$ cat src/rtl/uart_pkg.sv
// rtl/uart_pkg.sv - shared state encoding and frame constants for the UART receiver
package uart_pkg;

  typedef enum logic [2:0] {
    ST_IDLE,
    ST_START,
    ST_DATA,
    ST_PARITY,
    ST_STOP,
    ST_BRK_WAIT
  } uart_state_e;

  localparam logic [1:0] PAR_NONE = 2'd0;
  localparam logic [1:0] PAR_ODD  = 2'd1;
  localparam logic [1:0] PAR_EVEN = 2'd2;

  localparam int unsigned MIN_DIV = 8;

  function automatic logic [3:0] data_bits_count(input logic [1:0] code);
    return 4'd5 + {2'b00, code};
  endfunction

endpackage

$ cat src/rtl/uart_bit_sampler.sv
// rtl/uart_bit_sampler.sv - rx synchroniser, fall detect, bit-period counter and 3-sample voter
module uart_bit_sampler #(
  parameter int DIV_W       = 16,
  parameter int SYNC_STAGES = 2
) (
  input  logic             clk,
  input  logic             rst,
  input  logic             rx_i,
  input  logic [DIV_W-1:0] div_i,
  input  logic             half_i,
  input  logic             clr_i,
  output logic             rx_s_o,
  output logic             fall_o,
  output logic             sample_strobe_o,
  output logic             sample_bit_o
);

  logic [SYNC_STAGES-1:0] sync_q;
  logic                   rx_prev_q;
  logic [1:0]             hist_q;
  logic [DIV_W-1:0]       cnt_q, cnt_d;
  logic [DIV_W-1:0]       end_cnt;

  assign rx_s_o  = sync_q[SYNC_STAGES-1];
  assign fall_o  = rx_prev_q & ~rx_s_o;
  assign end_cnt = half_i ? ((div_i >> 1) - DIV_W'(1)) : (div_i - DIV_W'(1));

  // hist_q holds rx_s from the two cycles before the decision count
  assign sample_strobe_o = (cnt_q == end_cnt);
  assign sample_bit_o    = (hist_q[1] & hist_q[0]) | (hist_q[1] & rx_s_o) | (hist_q[0] & rx_s_o);

  always_comb begin
    cnt_d = cnt_q + DIV_W'(1);
    if (clr_i || (cnt_q >= end_cnt)) cnt_d = '0;
  end

  always_ff @(posedge clk or posedge rst) begin
    if (rst) begin
      sync_q    <= '1;
      rx_prev_q <= 1'b1;
      hist_q    <= '1;
      cnt_q     <= '0;
    end else begin
      sync_q    <= {sync_q[SYNC_STAGES-2:0], rx_i};
      rx_prev_q <= rx_s_o;
      hist_q    <= {hist_q[0], rx_s_o};
      cnt_q     <= cnt_d;
    end
  end

endmodule

$ cat src/rtl/uart_rx_cfg.sv
// rtl/uart_rx_cfg.sv - runtime-configurable UART receiver with AXIS-style byte output
module uart_rx_cfg #(
  parameter int DIV_W       = 16,
  parameter int SYNC_STAGES = 2,
  parameter int SIM_DELAY   = 1
) (
  input  logic             clk,
  input  logic             rst,
  input  logic             rx,
  input  logic [DIV_W-1:0] cfg_div,
  input  logic [1:0]       cfg_data_bits,
  input  logic [1:0]       cfg_parity,
  input  logic             cfg_stop2,
  output logic [7:0]       rx_byte_data,
  output logic [1:0]       rx_byte_user,
  output logic             rx_byte_valid,
  input  logic             rx_byte_ready,
  output logic             overrun,
  input  logic             overrun_clr,
  output logic             break_det,
  output logic             rx_idle,
  output logic             rx_start
);
  import uart_pkg::*;

  // register updates are zero-delay; the parameter is kept for drop-in compatibility
  logic unused_sim_delay;
  assign unused_sim_delay = (SIM_DELAY != 0);

  uart_state_e      state_q, state_d;
  logic [DIV_W-1:0] div_q, div_d, div_clamped;
  logic [3:0]       nbits_q, nbits_d;
  logic [1:0]       par_q, par_d;
  logic             stop2_q, stop2_d, stop_idx_q, stop_idx_d;
  logic [2:0]       bit_idx_q, bit_idx_d;
  logic [7:0]       sh_q, sh_d, data_q, data_d;
  logic             par_acc_q, par_acc_d, par_bit_q, par_bit_d;
  logic             par_err_q, par_err_d, frm_err_q, frm_err_d;
  logic             idle_ok_q, idle_ok_d;
  logic [1:0]       user_q, user_d, emit_user;
  logic             valid_q, valid_d, overrun_q, overrun_d;
  logic             brk_q, brk_d, start_q, start_d;
  logic             emit, ovr_set, ferr_now, par_en;
  logic             rx_s, fall, strobe, sbit, clr;

  assign div_clamped = (cfg_div < DIV_W'(MIN_DIV)) ? DIV_W'(MIN_DIV) : cfg_div;
  assign par_en      = (par_q == PAR_ODD) || (par_q == PAR_EVEN);
  assign clr         = (state_d != state_q) || ((state_q == ST_BRK_WAIT) && !rx_s);

  uart_bit_sampler #(.DIV_W(DIV_W), .SYNC_STAGES(SYNC_STAGES)) u_sampler (
    .clk             (clk),
    .rst             (rst),
    .rx_i            (rx),
    .div_i           (div_q),
    .half_i          ((state_q == ST_START) || (state_q == ST_IDLE)),
    .clr_i           (clr),
    .rx_s_o          (rx_s),
    .fall_o          (fall),
    .sample_strobe_o (strobe),
    .sample_bit_o    (sbit)
  );

  always_comb begin
    state_d    = state_q;
    div_d      = div_q;
    nbits_d    = nbits_q;
    par_d      = par_q;
    stop2_d    = stop2_q;
    stop_idx_d = stop_idx_q;
    bit_idx_d  = bit_idx_q;
    sh_d       = sh_q;
    par_acc_d  = par_acc_q;
    par_bit_d  = par_bit_q;
    par_err_d  = par_err_q;
    frm_err_d  = frm_err_q;
    emit       = 1'b0;
    brk_d      = 1'b0;
    start_d    = 1'b0;
    ferr_now   = frm_err_q | ~sbit;
    emit_user  = {ferr_now, par_err_q};
    idle_ok_d  = (state_q == ST_IDLE) ? (idle_ok_q | strobe) : 1'b0;
    case (state_q)
      ST_IDLE: if (fall) begin
        state_d = ST_START;
        div_d   = div_clamped;
        nbits_d = data_bits_count(cfg_data_bits);
        par_d   = cfg_parity;
        stop2_d = cfg_stop2;
      end
      ST_START: if (strobe) begin
        if (!sbit) begin
          state_d    = ST_DATA;
          start_d    = 1'b1;
          sh_d       = '0;
          bit_idx_d  = '0;
          stop_idx_d = 1'b0;
          par_acc_d  = 1'b0;
          par_bit_d  = 1'b0;
          par_err_d  = 1'b0;
          frm_err_d  = 1'b0;
        end else begin
          state_d = ST_IDLE;
        end
      end
      ST_DATA: if (strobe) begin
        sh_d[bit_idx_q] = sbit;
        par_acc_d       = par_acc_q ^ sbit;
        if ({1'b0, bit_idx_q} == nbits_q - 4'd1) state_d = par_en ? ST_PARITY : ST_STOP;
        else bit_idx_d = bit_idx_q + 3'd1;
      end
      ST_PARITY: if (strobe) begin
        par_bit_d = sbit;
        par_err_d = (par_q == PAR_ODD) ? ~(par_acc_q ^ sbit) : (par_acc_q ^ sbit);
        state_d   = ST_STOP;
      end
      ST_STOP: if (strobe) begin
        // par_bit_q stays 0 when parity is disabled, so it only matters when present
        if (!stop_idx_q && (sh_q == 8'd0) && !par_bit_q && !sbit) begin
          brk_d   = 1'b1;
          emit    = 1'b1;
          state_d = ST_BRK_WAIT;
        end else if (stop2_q && !stop_idx_q) begin
          stop_idx_d = 1'b1;
          frm_err_d  = ferr_now;
        end else begin
          emit    = 1'b1;
          state_d = ST_IDLE;
        end
      end
      ST_BRK_WAIT: if (strobe && rx_s) state_d = ST_IDLE;
      default: state_d = ST_IDLE;
    endcase

    data_d  = data_q;
    user_d  = user_q;
    valid_d = valid_q;
    ovr_set = 1'b0;
    if (emit && (!valid_q || rx_byte_ready)) begin
      data_d  = sh_q;
      user_d  = emit_user;
      valid_d = 1'b1;
    end else if (emit) begin
      ovr_set = 1'b1;
    end else if (valid_q && rx_byte_ready) begin
      valid_d = 1'b0;
    end
    overrun_d = ovr_set ? 1'b1 : (overrun_clr ? 1'b0 : overrun_q);
  end

  always_ff @(posedge clk or posedge rst) begin
    if (rst) begin
      state_q    <= ST_IDLE;
      div_q      <= DIV_W'(MIN_DIV);
      nbits_q    <= 4'd8;
      par_q      <= PAR_NONE;
      stop2_q    <= 1'b0;
      stop_idx_q <= 1'b0;
      bit_idx_q  <= '0;
      sh_q       <= '0;
      par_acc_q  <= 1'b0;
      par_bit_q  <= 1'b0;
      par_err_q  <= 1'b0;
      frm_err_q  <= 1'b0;
      idle_ok_q  <= 1'b1;
      data_q     <= '0;
      user_q     <= '0;
      valid_q    <= 1'b0;
      overrun_q  <= 1'b0;
      brk_q      <= 1'b0;
      start_q    <= 1'b0;
    end else begin
      state_q    <= state_d;
      div_q      <= div_d;
      nbits_q    <= nbits_d;
      par_q      <= par_d;
      stop2_q    <= stop2_d;
      stop_idx_q <= stop_idx_d;
      bit_idx_q  <= bit_idx_d;
      sh_q       <= sh_d;
      par_acc_q  <= par_acc_d;
      par_bit_q  <= par_bit_d;
      par_err_q  <= par_err_d;
      frm_err_q  <= frm_err_d;
      idle_ok_q  <= idle_ok_d;
      data_q     <= data_d;
      user_q     <= user_d;
      valid_q    <= valid_d;
      overrun_q  <= overrun_d;
      brk_q      <= brk_d;
      start_q    <= start_d;
    end
  end

  assign rx_byte_data  = data_q;
  assign rx_byte_user  = user_q;
  assign rx_byte_valid = valid_q;
  assign overrun       = overrun_q;
  assign break_det     = brk_q;
  assign rx_start      = start_q;
  assign rx_idle       = (state_q == ST_IDLE) && idle_ok_q;

endmodule

$ cat config.mk
export PLATFORM = sky130hd
export DESIGN_NAME = uart_rx_cfg
export DESIGN_NICKNAME = d
export VERILOG_FILES = /design/src/rtl/uart_pkg.sv /design/src/rtl/uart_bit_sampler.sv /design/src/rtl/uart_rx_cfg.sv
export SDC_FILE = /design/constraint.sdc
export NUM_CORES = 1
export LEC_CHECK = 0
export CORE_ASPECT_RATIO = 0.7
export CORE_MARGIN = 2
export CORE_UTILIZATION = 50
export DETAILED_ROUTE_END_ITERATION = 10
export HOLD_SLACK_MARGIN = 0.06
export PLACE_DENSITY_LB_ADDON = 0.3
export SLEW_MARGIN = 30
export SYNTH_ARGS = -nofsm -noshare
export SYNTH_HDL_FRONTEND = slang
export SYNTH_HIERARCHICAL = 1
export SYNTH_SLANG_ARGS = --single-unit
$ cat constraint.sdc
create_clock -name clk -period 11.1 [get_ports clk]
set_input_delay 2.22 -clock clk [delete_from_list [all_inputs] [get_ports clk]]
set_output_delay 2.22 -clock clk [all_outputs]
set_load 0.01 [all_outputs]
==> flow_metrics.tcl <==
set metrics [dict create \
    clock.fmax_mhz 152 \
    core_area_mm2 0.00896 \
    grt_pass1_vias 3418 \
    top_usage_layer "met1" \
    power_mw 1.10 \
    yosys_warnings 6 \
    finalNetCount 573 \
    synth_most_common_cell "nand2_1" \
    hold_depth 0 \
    syn_nets 538 \
    cts_setup_buffers 0 \
    grt.met1_usage_pct 34.9 \
    routed_wl_um 10800 \
    hold_viol_final 0 \
    drt-wirelength-per-cell_um 16.5 \
    drt-pass1-iter-count 4 \
    fin_util_pct 59.9 \
    dp_cells 638 \
    syn-instance-count 490 \
    synth-async-reset-ratio_pct 100 \
    crit_path_end_kind "flip-flop" \
    die_w_um 118 \
    cp-start-kind "flip-flop" \
    num_antenna_cells 0 \
    ys_ff_latch 77 \
    vias_per_cell 5.76 \
    path_buf_inv 1 \
    timing.rr.start "state_q[1]" \
    cts_tree "done" \
    cts_buffers 9 \
    powerDensity_mw_per_mm2 204 \
    relSlewSlack_pct 39.5 \
    cts_hold_buf 0 \
    leakagePower_nw 2.37 \
    critical_path.slowest_cell "nor2_1" \
    ir_drop_v 0.000142 \
    fin_cells 654 \
    worst-r2r-setup-slack_ns 4.50 \
    use_met3_pct 7.72 \
    yosysTopAreaCellShare_pct 38.3 \
    grtUsageTotal_pct 23.0 \
    insertion_delay_ns 0.34 \
    drv_slew 0 \
    ys_types 66 \
    via_count 3767 \
    nFillCells 771 \
    whs_ns 0.358 \
    synthFlopType "dfrtp_1" \
    syn_avg_cell_area_um2 9.33 \
    ys_top_cells_by_count "76 x nand2_1, 70 x dfrtp_1, 35 x nor2_1" \
    synth_edf_count 0 \
    drt-initial-drc-count 297 \
    grt_first_pass_wirelength_um 17900 \
    drive_gt1_share_pct 10.6 \
    critical_path_cell_count 22 \
    antenna_found_initial 0 \
    crit_path_frequent_cell "nor2_1" \
    maxCapViolations 0 \
    grt_start_max_net_pins 58 \
    antenna_left 0 \
    setup_tns_ns 0 \
    tightest_slew_ns 0.904 \
    path_cells "nor2_1 -> buf_4 -> nor2b_1 -> a21oi_1 -> ha_1 -> nor4b_1 -> nand4_1 -> or4_1 -> xor2_1 -> o221a_2 -> ha_1 -> nand4_1 -> or4_1 -> nor2_1 -> nor4bb_1 -> and4_2 -> a211oi_1 -> o2111ai_1 -> nor3_1 -> a32o_1 -> o2111ai_2 -> nor2_1" \
    min-delay-start "u_sampler/sync_q[0]" \
    die_y_um 84.0 \
    ios 41 \
    arrival_ns 6.79 \
    fin_skew_ns 0.0105 \
    portBuffers 40 \
    min_period_over_period_pct 59.4 \
    place_congestion 0.937 \
    rows 29 \
    rsz0062_at_grt "false" \
    dp_hpwl_um 7990 \
    status "finished clean" \
    finalCriticalPeriod_ns 6.60 \
    cts_max_path_buffers 2 \
    min_path_type "reg -> reg" \
    drc 0 \
    grt.overflow.total 0 \
    required_ns 11.29 \
    syn_area_mm2 0.00457 \
    start_util_pct 51.0 \
    cts.sinks 77 \
    synthToLayoutAreaGrowth_pct 17.5 \
    cp_slowest_stage_delay_ns 0.61 \
    htreeDepth 3 \
    synth_area_leaders "dfrtp_1 38%, nand2_1 6.2%, ha_1 6.0%" \
    cp_max_fo 27 \
    cts_root_buf "clkbuf_16" \
    die-area_mm2 0.00993 \
    path_clk_slew_ns 0.06 \
    finalSetupViolCount 0 \
    synth_area_leader_cell "dfrtp_1" \
    use_met2_pct 30.4 \
    crit_family "simple AND/OR/NAND/NOR gates" \
    reg2reg_depth 22 \
    cp-startpoint "state_q[1]" \
    cts-resized-gates 0 \
    ys_seq_area_share_pct 42.4 \
    path_class "reg -> reg" \
]
[logic make-up (layout without fill, tap and decap cells)]
group	count (synthesis)	after routing	synth area share, %
XOR/XNOR	32	32	6.13
buffers and inverters	40	80	3.50
AO/OA/AOI/OAI	94	94	14.0
adder cells (fa/ha/maj)	23	23	6.24
AND/OR/NAND/NOR	210	210	23.5
multiplexers	14	14	4.22
flip-flops	77	77	42.4
[layout by cell type (no fill, tap or decap), drive strengths merged, types with 15 or more instances in the layout]
master / instances
inv: 21
nand3: 15
dfrtp: 70
o21ai: 26
xor2: 18
ha: 22
a21oi: 18
clkdlybuf4s50: 40
nor3: 16
nor2: 35
nand2: 76
[per-stage QoR]
step                      cell area [um2]  worst slack [ns]
after floorplan                      4570              4.92
after global placement               5070              4.75
after detailed placement             5080              4.67
after CTS                            5370              4.64
after global routing                 5370              4.00
final                                5370              4.50
[final cells by class]
type | count | area, um2 | area share, %
Sequential cell | 77 | 1940 | 36.1
Clock inverter | 2 | 16.3 | 0.303
Inverter | 21 | 78.8 | 1.47
Timing Repair Buffer | 43 | 423 | 7.88
Multi-Input combinational cell | 373 | 2490 | 46.3
Clock buffer | 14 | 274 | 5.10
Tap cell | 124 | 155 | 2.89
[where the power goes]
| part | internal, mW | leakage (nW) | switching [mW] | total [mW] |
|---|---|---|---|---|
| logic | 0.172 | 1.24 | 0.210 | 0.382 |
| clock network | 0.170 | 0.139 | 0.113 | 0.283 |
| registers | 0.340 | 0.993 | 0.0906 | 0.431 |
| total | 0.683 | 2.37 | 0.413 | 1.10 |
[registers in the layout, summed over array words and instances, names as in the netlist, 2 cells and up]
register,cells
nbits_q,4
sh_q,8
state_q,3
rx_byte_user,2
rx_byte_data,8
div_q,16
u_sampler/sync_q,2
bit_idx_q,3
u_sampler/cnt_q,16
u_sampler/hist_q,2
par_q,2
[routing by layer]
metal	part of all wire, %	vias up
li1	-	1821
met1	50	1814
met2	40	121
met3	8.6	11
met4	1.5	0
met5	0	-
[final timing paths]
path | endpoint
min in group asynchronous | u_sampler/cnt_q[15]
setup reg to reg | u_sampler/cnt_q[6]
hold / removal | u_sampler/sync_q[1]
max in group asynchronous | div_q[7]
hold reg to reg | u_sampler/sync_q[1]
setup / recovery | u_sampler/cnt_q[6]
Power figures use the tool's default switching activity.
==> RTL change 1, RTL diff (config.mk and constraints unchanged) <==
`DIV_W` is set to 16 in 2 places; all go to 18.
--- a/src/rtl/uart_bit_sampler.sv
+++ b/src/rtl/uart_bit_sampler.sv
@@ -1,6 +1,6 @@
 // rtl/uart_bit_sampler.sv - rx synchroniser, fall detect, bit-period counter and 3-sample voter
 module uart_bit_sampler #(
-  parameter int DIV_W       = 16,
+  parameter int DIV_W       = 18,
   parameter int SYNC_STAGES = 2
 ) (
   input  logic             clk,
--- a/src/rtl/uart_rx_cfg.sv
+++ b/src/rtl/uart_rx_cfg.sv
@@ -1,6 +1,6 @@
 // rtl/uart_rx_cfg.sv - runtime-configurable UART receiver with AXIS-style byte output
 module uart_rx_cfg #(
-  parameter int DIV_W       = 16,
+  parameter int DIV_W       = 18,
   parameter int SYNC_STAGES = 2,
   parameter int SIM_DELAY   = 1
 ) (
Ports: changed (resized cfg_div); port bits go from 41 to 43. The function was not compared with the original's and may differ.
==> RTL change 1 against the original RTL <==
Sequential cell count up 4; synthesized cell count up 7.8%; design area up 5.7%; via count up 4.7%; setup slack better by 0.52 ns; count of clock-buffer cells in the layout unchanged; non-clock buffer count up 2; global-route usage down 0.46 points; synthesized area up 6.8%; wire length up 0.70%; first-iteration DRC count up 11%; total power up 3.3%; final cell count up 5.8%.
==> RTL change 1: results (changes against the original RTL) <==
status: "complete, no violations"  # unchanged
dpl.hpwl_mm: 8.07  # was 7.99 mm
cp_max_fo: 30  # was 27
synthAdderAreaFrac_pct: 6.36  # was 6.24%
cpPeakStageDelay_ns: 0.50  # was 0.61 ns
peakVddDrop_uv: 126  # was 142 uV
synth_compound_area_share_pct: 14.2  # was 14.0%
first_pass_iters: 5  # was 4
drt_iter0_drc: 329  # was 297
synthXorXnorAreaFrac_pct: 5.57  # was 6.13%
ys_types: 70  # was 66
tightest_slew_ns: 0.865  # was 0.904 ns
finClkSkew_ns: 0.00724  # was 0.0105 ns
rrSetupSlack_ns: 5.02  # was 4.50 ns
ys_seq_area_share_pct: 41.7  # was 42.4%
gr-usage-all-layers_pct: 22.5  # was 23.0%
synthTopCellsByArea: "dfrtp_1 38%, ha_1 6.2%, nand2_1 6.0%"  # was dfrtp_1 38%, nand2_1 6.2%, ha_1 6.0%
wl_mm: 10.9  # was 10.8 mm
drive_gt1_share_pct: 9.40  # was 10.6%
met2_usage_pct: 30.4  # about the same
syn_nets: 580  # was 538
holdWs_ns: 0.359  # was 0.358 ns
globalplace.congestion: 0.901  # was 0.937
grt_max_degree: 60  # was 58
endpoint: "u_sampler/cnt_q[10]$_DFF_PP0_"  # was u_sampler/cnt_q[6]$_DFF_PP0_
cp.arrival_ns: 6.31  # was 6.79 ns
slowest_stage: "dfrtp_1"  # was nor2_1
r2r_cells: 23  # was 22
synthTopCellsByCount: "78 x nand2_1, 74 x dfrtp_1, 35 x o21ai_0"  # was 76 x nand2_1, 70 x dfrtp_1, 35 x nor2_1
fin_cells: 692  # was 654
p_switching_w: 0.000413  # about the same
fillers: 855  # was 771
placed_cells: 676  # was 638
grt_pass1_vias: 3707  # was 3418
synthMuxAreaShare_pct: 3.92  # was 4.22%
fin_nets: 611  # was 573
via_count: 3944  # was 3767
syn_area_per_cell_um2: 9.24  # was 9.33 um2
## RTL change 1: changes by cell type after synthesis, moves of 5 or more
cell	delta
nor3_1	+11
nor2_1	-5
nor4_1	+6
and3_1	-5
or3_1	+5
clkbuf_1	+6
o21ai_0	+9
## RTL change 1: logic make-up after synthesis
logic type                 Yosys count
DFF                                 81
and+or+nand+nor                    225
buffers and inverters               47
muxes                               14
AOI/OAI and AO/OA                  105
xor gates and xnor gates            31
adders and majority gates           25
## RTL change 1: routing by layer
metal  up-vias  routed length, um
met5         -                  0
li1       1961                  -
met1      1852               5900
met4         0                101
met2       123               4230
met3         8                620
## RTL change 1: layout make-up
| class | instances | area [um2] | share of cell area, % |
|---|---|---|---|
| Multi-Input combinational cell | 400 | 2650 | 46.6 |
| Inverter | 22 | 82.6 | 1.45 |
| Timing Repair Buffer | 45 | 443 | 7.80 |
| Clock inverter | 2 | 35.0 | 0.617 |
| Sequential cell | 81 | 2040 | 35.9 |
| Clock buffer | 14 | 274 | 4.83 |
| Tap cell | 128 | 160 | 2.82 |
## RTL change 1: metrics by stage
step | setup WS, ns | area, um2
6_report | 5.02 | 5680
2_1_floorplan | 5.58 | 4880
3_5_place_dp | 5.10 | 5360
3_3_place_gp | 5.51 | 5360
5_1_grt | 4.49 | 5680
4_1_cts | 5.08 | 5670
## RTL change 1: power by group through the flow
| stage | combinational, W | clock [W] | sequential (W) |
|---|---|---|---|
| 3_5_place_dp | 0.000374 | 0 | 0.000451 |
| 4_1_cts | 0.000377 | 0.000312 | 0.000447 |
| 6_report | 0.000380 | 0.000304 | 0.000449 |
| 5_1_grt | 0.000433 | 0.000325 | 0.000462 |
| 3_3_place_gp | 0.000359 | 0 | 0.000447 |
| 2_1_floorplan | 0.000309 | 0 | 0.000411 |
==> RTL change 2, RTL diff (same flow settings) <==
Without the edit above. The 6 states of `uart_state_e` get a Gray code encoding in 3 bits.
--- a/src/rtl/uart_pkg.sv
+++ b/src/rtl/uart_pkg.sv
@@ -2,12 +2,12 @@
 package uart_pkg;
 
   typedef enum logic [2:0] {
-    ST_IDLE,
-    ST_START,
-    ST_DATA,
-    ST_PARITY,
-    ST_STOP,
-    ST_BRK_WAIT
+    ST_IDLE     = 3'b000,
+    ST_START    = 3'b001,
+    ST_DATA     = 3'b011,
+    ST_PARITY   = 3'b010,
+    ST_STOP     = 3'b110,
+    ST_BRK_WAIT = 3'b111
   } uart_state_e;
 
   localparam logic [1:0] PAR_NONE = 2'd0;
Check against the original RTL: no difference found for any inputs over 10 cycles, from zero or initial values and one cycle with rst high; not proved beyond that.
==> RTL change 2 against the original RTL <==
Fmax is 4.8% lower; total power is 17% lower; combinational power is 38% lower; synthesized area is 2.1% lower; count of clock-buffer cells in the layout is 1 lower; via count is 1.8% lower; wire length is 1.4% lower; setup slack worse by 0.33 ns; worst hold slack worse by 0.0034 ns; sequential cell count stayed put; design area is 2.0% lower; clock skew is 0.0026 ns lower; critical path type unchanged; largest cell class unchanged; largest power group unchanged; highest routed layer unchanged.
==> RTL change 2: results (changes against the original RTL) <==
status: "complete, no violations"  # unchanged
syn_nets: 532  # was 538
rr_endpoint: "u_sampler/cnt_q[7]$_DFF_PP0_"  # was u_sampler/cnt_q[6]$_DFF_PP0_
p_per_area_mw_per_mm2: 172  # was 204 mW/mm2
htreeDepth: 3  # unchanged
postRouteAntennaNets: 0  # unchanged
peakVddDrop_uv: 103  # was 142 uV
grt_pass1_wl_mm: 17.7  # was 17.9 mm
synthTopCellsByCount: "88 x nand2_1, 70 x dfrtp_1, 39 x nor2_1"  # was 76 x nand2_1, 70 x dfrtp_1, 35 x nor2_1
critPathTopFamily: "simple AND/OR/NAND/NOR gates"  # unchanged
worstHoldEndpoint: "u_sampler/sync_q[1]$_DFF_PP1_"  # unchanged
fillers: 736  # was 771
globalplace.congestion: 0.933  # was 0.937
final_max_slew_viol_count: 0  # unchanged
synthCells: 484  # was 490
io_buffers: 40  # unchanged
antenna_cells: 0  # unchanged
grt_antenna_before_repair: 0  # unchanged
drive_gt1_share_pct: 9.92  # was 10.6%
min_from: "u_sampler/sync_q[0]$_DFF_PP1_"  # unchanged
grt_pass1_vias: 3476  # was 3418
fin_nets: 567  # was 573
dpl.hpwl_mm: 7.52  # was 7.99 mm
fin_cells: 644  # was 654
clk_path_buf_depth: 2  # unchanged
via_per_inst: 5.75  # was 5.76
ctsResizeCount: 0  # unchanged
reg2reg_from: "state_q[1]$_DFF_PP0_"  # unchanged
synthTopCellsByArea: "dfrtp_1 39%, nand2_1 7.4%, ha_1 6.2%"  # was dfrtp_1 38%, nand2_1 6.2%, ha_1 6.0%
cp.arrival_ns: 7.18  # was 6.79 ns
root_buffer: "clkbuf_16"  # unchanged
p_leak_nw: 2.31  # was 2.37 nW
placed_cells: 628  # was 638
post_cts_buffers: 0  # unchanged
cp_max_fo: 24  # was 27
cts_buffers: 9  # unchanged
post_dp_cell_area_mm2: 0.00498  # was 0.00508 mm2
post_drt_wl_per_cell_um: 16.5  # about the same
first_pass_iters: 7  # was 4
gr-usage-all-layers_pct: 23.5  # was 23.0%
synth_warnings: 6  # unchanged
drt_iter0_drc: 292  # was 297
finClkSkew_ns: 0.00784  # was 0.0105 ns
synth-main-ff-cell: "dfrtp_1"  # unchanged
r2r_cells: 23  # was 22
hold_class: "reg -> reg"  # unchanged
cpPeakStageDelay_ns: 0.59  # was 0.61 ns
clk_latency_ns: 0.34  # about the same
rrSetupSlack_ns: 4.17  # was 4.50 ns
tightest_slew_ns: 0.861  # was 0.904 ns
ys_seq_area_share_pct: 43.2  # was 42.4%
slowest_stage: "or4_1"  # was nor2_1
ys_types: 62  # was 66
## RTL change 2: cell families (layout without fill, tap and decap cells)
logic type	Yosys count	after routing	share of synthesized area, %
adders and majority gates	23	23	6.37
muxes	19	19	4.70
DFF	77	77	43.2
and+or+nand+nor	226	226	25.4
buffers and inverters	35	75	2.96
xor gates and xnor gates	32	32	6.26
AOI/OAI and AO/OA	72	72	11.1
## RTL change 2: worst max path at each step
stage                          from                             to  slack, ns  depth (start not counted)
6_report       state_q[1]$_DFF_PP0_   u_sampler/cnt_q[7]$_DFF_PP0_       4.17                         23
5_1_grt        state_q[1]$_DFF_PP0_  u_sampler/cnt_q[14]$_DFF_PP0_       3.73                         23
4_1_cts        state_q[1]$_DFF_PP0_   u_sampler/cnt_q[7]$_DFF_PP0_       4.27                         23
3_5_place_dp   state_q[1]$_DFF_PP0_   u_sampler/cnt_q[6]$_DFF_PP0_       4.35                         23
3_3_place_gp   state_q[1]$_DFF_PP0_   u_sampler/cnt_q[0]$_DFF_PP0_       4.51                         23
2_1_floorplan  state_q[2]$_DFF_PP0_  u_sampler/cnt_q[10]$_DFF_PP0_       4.84                         26
## RTL change 2: routing by layer
layer	GRT usage, %	part of all wire (%)
met4	7.06	0.90
met1	37.0	51
met5	0	0
met2	30.5	41
met3	6.93	7.6
## RTL change 2: power breakdown
part / internal, W / total [W] / leakage (nW) / switching, W
registers: 0.000326 / 0.000395 / 0.988 / 0.0000694
logic: 0.000111 / 0.000236 / 1.19 / 0.000125
clock network: 0.000164 / 0.000275 / 0.136 / 0.000111
total: 0.000600 / 0.000906 / 2.31 / 0.000306
## RTL change 2: layout make-up
type / count / area share, %
multi-input cells: 372 / 45.9
inverters: 17 / 1.21
well taps: 120 / 2.85
flip-flops and latches: 77 / 36.8
repair buffers: 42 / 7.90
clock inverters: 3 / 0.404
clock buffers: 13 / 4.95
## RTL change 2: metrics by stage
step	hold WS [ns]	setup slack, ns
floorplan	0.345	4.84
global placement	0.347	4.51
detailed placement	0.347	4.35
CTS	0.356	4.27
global route	0.357	3.73
finish	0.355	4.17
